File: src/rtl/imul_mac_stage.sv
`default_nettype none
// ============================================================================
//  Module      : imul_mac_stage
//  Description : Two-stage valid/ready wrapper around an external
//                combinational WIDTHxWIDTH multiplier. Stage 1 registers the
//                operand pair and drives the multiplier. Stage 2 captures the
//                returned product and can accumulate it into a 2*WIDTH-bit
//                running sum with a sticky carry-out flag.
//  Revision    : 1.0  initial release
// ============================================================================
module imul_mac_stage #(
    parameter int WIDTH = 16
) (
    input  logic               Clock,
    input  logic               Reset,
    input  logic               iValid,
    output logic               oReady,
    input  logic [WIDTH-1:0]   iA,
    input  logic [WIDTH-1:0]   iB,
    input  logic               iAcc,
    input  logic               iClr,
    output logic [WIDTH-1:0]   oMulA,
    output logic [WIDTH-1:0]   oMulB,
    input  logic [2*WIDTH-1:0] iMulP,
    output logic               oValid,
    input  logic               iReady,
    output logic [2*WIDTH-1:0] oResult,
    output logic               oOvf
);

    localparam int c_PW = 2 * WIDTH;

    // Stage 1 state
    logic [WIDTH-1:0] r_a;
    logic [WIDTH-1:0] r_b;
    logic             r_acc1;
    logic             r_clr1;
    logic             r_v1;

    // Stage 2 state
    logic [c_PW-1:0]  r_result;
    logic             r_ovf;
    logic             r_v2;
    logic [c_PW-1:0]  r_acc;
    logic             r_sticky;

    logic             w_s2_free;
    logic             w_accept;
    logic             w_xfer;
    logic [c_PW:0]    w_sum;

    // Handshake decode: stage 2 can take data when empty or being drained;
    // stage 1 can take data when empty or when it is moving into stage 2.
    always_comb begin
        w_s2_free = !r_v2 || iReady;
        oReady    = !r_v1 || w_s2_free;
        w_accept  = iValid && oReady;
        w_xfer    = r_v1 && w_s2_free;
        w_sum     = {1'b0, r_acc} + {1'b0, iMulP};
    end

    // Stage 1: operand register; holds its contents while stalled.
    always_ff @(posedge Clock or negedge Reset) begin
        if (!Reset) begin
            r_a    <= '0;
            r_b    <= '0;
            r_acc1 <= 1'b0;
            r_clr1 <= 1'b0;
            r_v1   <= 1'b0;
        end else if (w_accept) begin
            r_a    <= iA;
            r_b    <= iB;
            r_acc1 <= iAcc;
            r_clr1 <= iClr;
            r_v1   <= 1'b1;
        end else if (w_xfer) begin
            r_v1   <= 1'b0;
        end
    end

    // Stage 2: result capture plus accumulator and sticky overflow update.
    always_ff @(posedge Clock or negedge Reset) begin
        if (!Reset) begin
            r_result <= '0;
            r_ovf    <= 1'b0;
            r_v2     <= 1'b0;
            r_acc    <= '0;
            r_sticky <= 1'b0;
        end else if (w_xfer) begin
            r_v2 <= 1'b1;
            if (!r_acc1) begin
                // Plain multiply leaves the running sum untouched.
                r_result <= iMulP;
                r_ovf    <= 1'b0;
            end else if (r_clr1) begin
                r_acc    <= iMulP;
                r_sticky <= 1'b0;
                r_result <= iMulP;
                r_ovf    <= 1'b0;
            end else begin
                r_acc    <= w_sum[c_PW-1:0];
                r_sticky <= r_sticky | w_sum[c_PW];
                r_result <= w_sum[c_PW-1:0];
                r_ovf    <= r_sticky | w_sum[c_PW];
            end
        end else if (iReady) begin
            r_v2 <= 1'b0;
        end
    end

    assign oMulA   = r_a;
    assign oMulB   = r_b;
    assign oValid  = r_v2;
    assign oResult = r_result;
    assign oOvf    = r_ovf;

endmodule
`default_nettype wire
File: config.mk
export PLATFORM = sky130hd
export DESIGN_NAME = imul_mac_stage
export DESIGN_NICKNAME = d
export VERILOG_FILES = /design/src/rtl/imul_mac_stage.sv
export SDC_FILE = /design/constraint.sdc
export NUM_CORES = 1
export LEC_CHECK = 0
export ABC_AREA = 1
export CAP_MARGIN = 20
export CORE_ASPECT_RATIO = 2
export CORE_MARGIN = 2
export CORE_UTILIZATION = 50
export DETAILED_ROUTE_END_ITERATION = 6
export GPL_TIMING_DRIVEN = 0
export PLACE_DENSITY_LB_ADDON = 0.05
export SYNTH_ARGS = -nofsm -noshare
export SYNTH_HDL_FRONTEND = slang
export SYNTH_SLANG_ARGS = --single-unit
export TNS_END_PERCENT = 10
File: constraint.sdc
create_clock -name Clock -period 4.92 [get_ports Clock]
set_clock_uncertainty 0.2 [all_clocks]
set_input_delay 0.984 -clock Clock [delete_from_list [all_inputs] [get_ports Clock]]
set_output_delay 0.984 -clock Clock [all_outputs]
set_load 0.02 [all_outputs]
# Yosys cells after proc, flatten, opt, wreduce, memory -nomap -nowiden
# Index checks and enable logic that the tools add are counted.
[classes]
muxes = 8
addsub = 1
reduce_logical = 9
bitwise = 1
[ops]
columns = ["op", "count"]
rows = [
  ["32-bit two-way mux", 2],
  ["32-bit by 32-bit adder with 33-bit output", 1],
  ["1-bit two-way mux", 6],
  ["2-bit nonzero test", 2],
  ["1-bit logical AND", 2],
  ["1-bit logical NOT", 2],
  ["1-bit logical OR", 2],
  ["2-bit AND reduction", 1],
  ["1-bit bitwise OR", 1],
]
[word_totals]
reg_bits = 102
output_inout_bits = 67
in_bits = 70

# Longest topological paths before layout
[depth]
word_depth = 5
ltp_mapped = 13

# Least setup slack after synthesis
# Ideal clock, no wire load.
[synth_timing]
path_type = "input-to-reg"
from = "in iMulP[0]"
to = "reg r_result[12], in the netlist oResult[12]"
required_ns = 4.586
slack_ns = 2.174
cell_stages = 9
n_path_buf = 0
arrival_time_ns = 2.412
cell_sequence = "ha_1 fa_1 nand3_1 nand3_1 nand3_1 nand3_2 xor2_1 o21ai_0 nand3_1"
[synth_via]
elab_chain_len = 3
[synth_lines]
columns = ["item", "line", "rtl"]
rows = [
  ["from (decl)", "24", "input logic [2*WIDTH-1:0] iMulP,"],
  ["32-bit by 32-bit adder with 33-bit output", "59", "w_sum = {1'b0, r_acc} + {1'b0, iMulP};"],
  ["32-bit two-way mux", "95", "end else if (r_clr1) begin"],
  ["32-bit two-way mux", "91", "if (!r_acc1) begin"],
  ["to (signal assigned)", "93", "r_result <= iMulP;"],
  ["to (signal assigned)", "98", "r_result <= iMulP;"],
  ["to (signal assigned)", "103", "r_result <= w_sum[c_PW-1:0];"],
  ["to (decl)", "41", "logic [c_PW-1:0] r_result;"],
]
# Every way passes these cells.
# A chain may end at the register's enable or synchronous reset.

# Final worst setup path
[layout_timing]
from = "in iReady"
to = "out oReady"
[layout_via]
elab_chain_len = 2
[layout_lines]
columns = ["item", "line", "rtl"]
rows = [
  ["from (decl)", "26", "input logic iReady,"],
  ["1-bit logical OR", "55", "w_s2_free = !r_v2 || iReady;"],
  ["1-bit logical OR", "56", "oReady = !r_v1 || w_s2_free;"],
  ["to (decl)", "17", "output logic oReady,"],
]
# Every way passes these cells.

==> qor.txt <==
Status -> finished clean
I/O Buffers -> 136
Antenna cell count -> 0
P_sw -> 2.22 mW
Placement Setup Slack -> 1.22 ns
Starting DRT DRC Count -> 264
DRC Markers -> 0
Leak -> 4.67 nW
Sequential share of the synthesized area -> 37.8%
Worst R2R End -> oResult[12]
Placer's final routability congestion estimate -> 0.994
Final Hold Fails -> 0
CTS tree -> yes
H-Tree Depth -> 3
Worst Hold End -> oOvf
# hold bufs at CTS -> 0
Maxcap violations -> 0
Synth Register Bits -> 102
WS Path Type -> input pin to output port
Avg WL per Cell -> 16.2 um
Crit. End Element -> output port
Grt ovf -> 0
Post-route ant nets -> 0
RR Startpoint -> r_acc[0]
FILL cells -> 1260
Worst-Margin Slew -> 0.749 ns
Clk slew on worst S/H paths -> 0.08 ns
CTS max path bufs -> 2
First-pass GRT wire length -> 32500 um
Cells after Synth -> 966
R2R Setup Slk -> 2.26 ns
Critical path fanouts, max -> 3
Commonest non-fill, non-tap cell in the layout -> nand2_1
# rows -> 60
Initial antenna violation count -> 0
I/O Pins -> 137
CP Launch Type -> input pin
Worst VDD drop -> 345 uV
WP data arrival -> 2.23 ns
Yosys cell types -> 36
Worst hold path stage count -> 2
RSZ-0062 raised after global routing -> false
Area growth from synthesis to layout -> 27.7%
Chip Width -> 86.2 um
PwrDens -> 555 nW/um^2
Syn_area_per_cell -> 7.00 sq um
Full die area -> 14500 sq um
Final net count -> 1217
Vias per cell -> 5.09
Clock share of power -> 15.0%
Sw Ratio -> 46.4%
Post-route setup slack -> 1.50 ns
Reg2reg path depth -> 9
Vias in the first global route -> 6639
Clk root buf -> clkbuf_16
Multi-input gate area -> 3500 sq um
Final Max Tran Viols -> 0
Global Route Usage Sum -> 29.5%
Core Area -> 13400 sq um
Clk Latency, worst-skew pair -> 0.36 ns
F_max -> 0.293 GHz
CTS Buf Count -> 9
Most frequent cells in the layout -> nand2_1, inv_1, clkdlybuf4s50_1
Data required time at the worst endpoint -> 3.74 ns
Post-Route Setup TNS -> 0 ns
Postcts setup bufs -> 0
Post-detail-place hpwl -> 16900 um
Fin crit period -> 3.42 ns
PostCTS Resize Cnt -> 0
Register area -> 2550 sq um
Clk sinks -> 102
Fin crit share -> 69.5%
Die Y-Extent -> 168 um
Drt pass-1 iters -> 4
Mapped Nets -> 1069
Yosys warns -> 0
Initial Util -> 50.6%
Layout cells sized above 1 -> 8.40%
Internal power -> 2.57 mW
Worst hold-check path type -> flop to flop
Hold Crit Start -> oOvf
Post-Syn Area -> 6760 sq um
DR vias -> 6484
Setup-failing EPs final -> 0
Post-Route WL -> 20600 um
Comb power frac -> 57.6%
Largest net degree at the start of global routing -> 53
Relative slew slack -> 50.1%
Flop pwr share -> 27.4%
worst max-delay path, cell delays in order:
cell             delay (ns)
clkdlybuf4s50_1        0.45
inv_1                  0.05
nand3_1                0.12
clkdlybuf4s50_1        0.63
per-layer routing:
| layer | vias to the layer above | track usage (%) | part of all wire, % |
|---|---|---|---|
| met4 | 0 | 18.8 | 7.3 |
| met2 | 148 | 58.2 | 57 |
| met5 | - | 0 | 0 |
| met1 | 3003 | 26.8 | 33 |
| met3 | 66 | 3.77 | 2.4 |
| li1 | 3267 | - | - |
how the worst max path moves through the flow:
stage	from	endpoint	slack (ns)	depth (start not counted)
after global routing	iMulP[0]	oResult[28]	1.38	13
after global placement	Reset	oMulA[8]	-1.36	1
after floorplan	iMulP[0]	oResult[12]	2.17	9
after detailed placement	iMulP[0]	oResult[12]	1.22	10
after CTS	iReady	oReady	1.49	4
final	iReady	oReady	1.50	4
cell families after synthesis:
family | Yosys count | synth area share [%]
compound gates | 74 | 5.83
xor+xnor | 13 | 1.68
fa+ha+maj | 33 | 6.22
buf+inv | 180 | 10.5
flops | 102 | 37.8
mux | 32 | 5.33
simple gates | 532 | 32.7
cell type report:
class	instances	area share, %
clock buffer	10	2.77
tap	155	2.25
sequential	102	29.6
timing repair buffer	137	16.1
inverter	159	6.91
multi-input combinational	684	40.5
buffer	21	1.30
clock inverter	6	0.609
registers in the layout, summed over array words and instances (netlist names):
register	count
r_clr1	1
oOvf	1
r_sticky	1
r_acc1	1
oValid	1
oMulB	16
r_v1	1
oMulA	16
r_acc	32
oResult	32
power groups by stage:
stage          Combinational (mW)  Clock [mW]  Sequential [mW]
2_1_floorplan                1.62           0             1.50
3_3_place_gp                 2.73           0             1.32
3_5_place_dp                 2.76           0             1.32
4_1_cts                      2.78       0.734             1.31
5_1_grt                      3.07       0.758             1.35
6_report                     2.76       0.721             1.31
metrics by stage:
| step | instances | hold WS, ns | power, mW | area [sq um] | util, % |
|---|---|---|---|---|---|
| after floorplan | 966 | 0.246 | 3.12 | 6760 | - |
| after global placement | 1257 | 0.258 | 4.04 | 8320 | 62.2 |
| after detailed placement | 1258 | 0.266 | 4.08 | 8340 | 62.4 |
| after CTS | 1274 | 0.284 | 4.82 | 8630 | 64.6 |
| after global routing | 1274 | 0.306 | 5.17 | 8630 | 64.6 |
| final | 1274 | 0.284 | 4.79 | 8630 | 64.6 |
synth_stat cells:
cell / count / area (sq um)
xnor2_1: 7 / 61.3
dfrtp_1: 102 / 2550
nand2_4: 1 / 11.3
buf_4: 6 / 45.0
nor2_1: 55 / 206
nand3_1: 56 / 280
clkinv_1: 1 / 3.75
buf_1: 1 / 3.75
a21oi_1: 37 / 185
ha_1: 32 / 400
nand3_2: 6 / 60.1
nor2_4: 1 / 11.3
a21o_1: 1 / 7.51
o21ai_0: 21 / 105
buf_2: 5 / 25.0
nand2_2: 12 / 75.1
nor3_1: 1 / 5.00
and2_1: 3 / 18.8
clkbuf_1: 7 / 26.3
and3_1: 2 / 12.5
clkbuf_4: 1 / 7.51
nand4_1: 1 / 6.26
xor2_1: 6 / 52.6
nor3_2: 2 / 20.0
mux2_2: 32 / 360
nor2_2: 6 / 37.5
a31oi_1: 1 / 6.26
inv_1: 156 / 586
clkbuf_2: 1 / 5.00
nand2_1: 385 / 1450
o211ai_1: 7 / 52.6
o21bai_1: 1 / 7.51
fa_1: 1 / 20.0
inv_2: 2 / 7.51
o21ai_1: 6 / 30.0
nor2_8: 1 / 20.0
No activity file was read; power rests on OpenSTA's default activity.
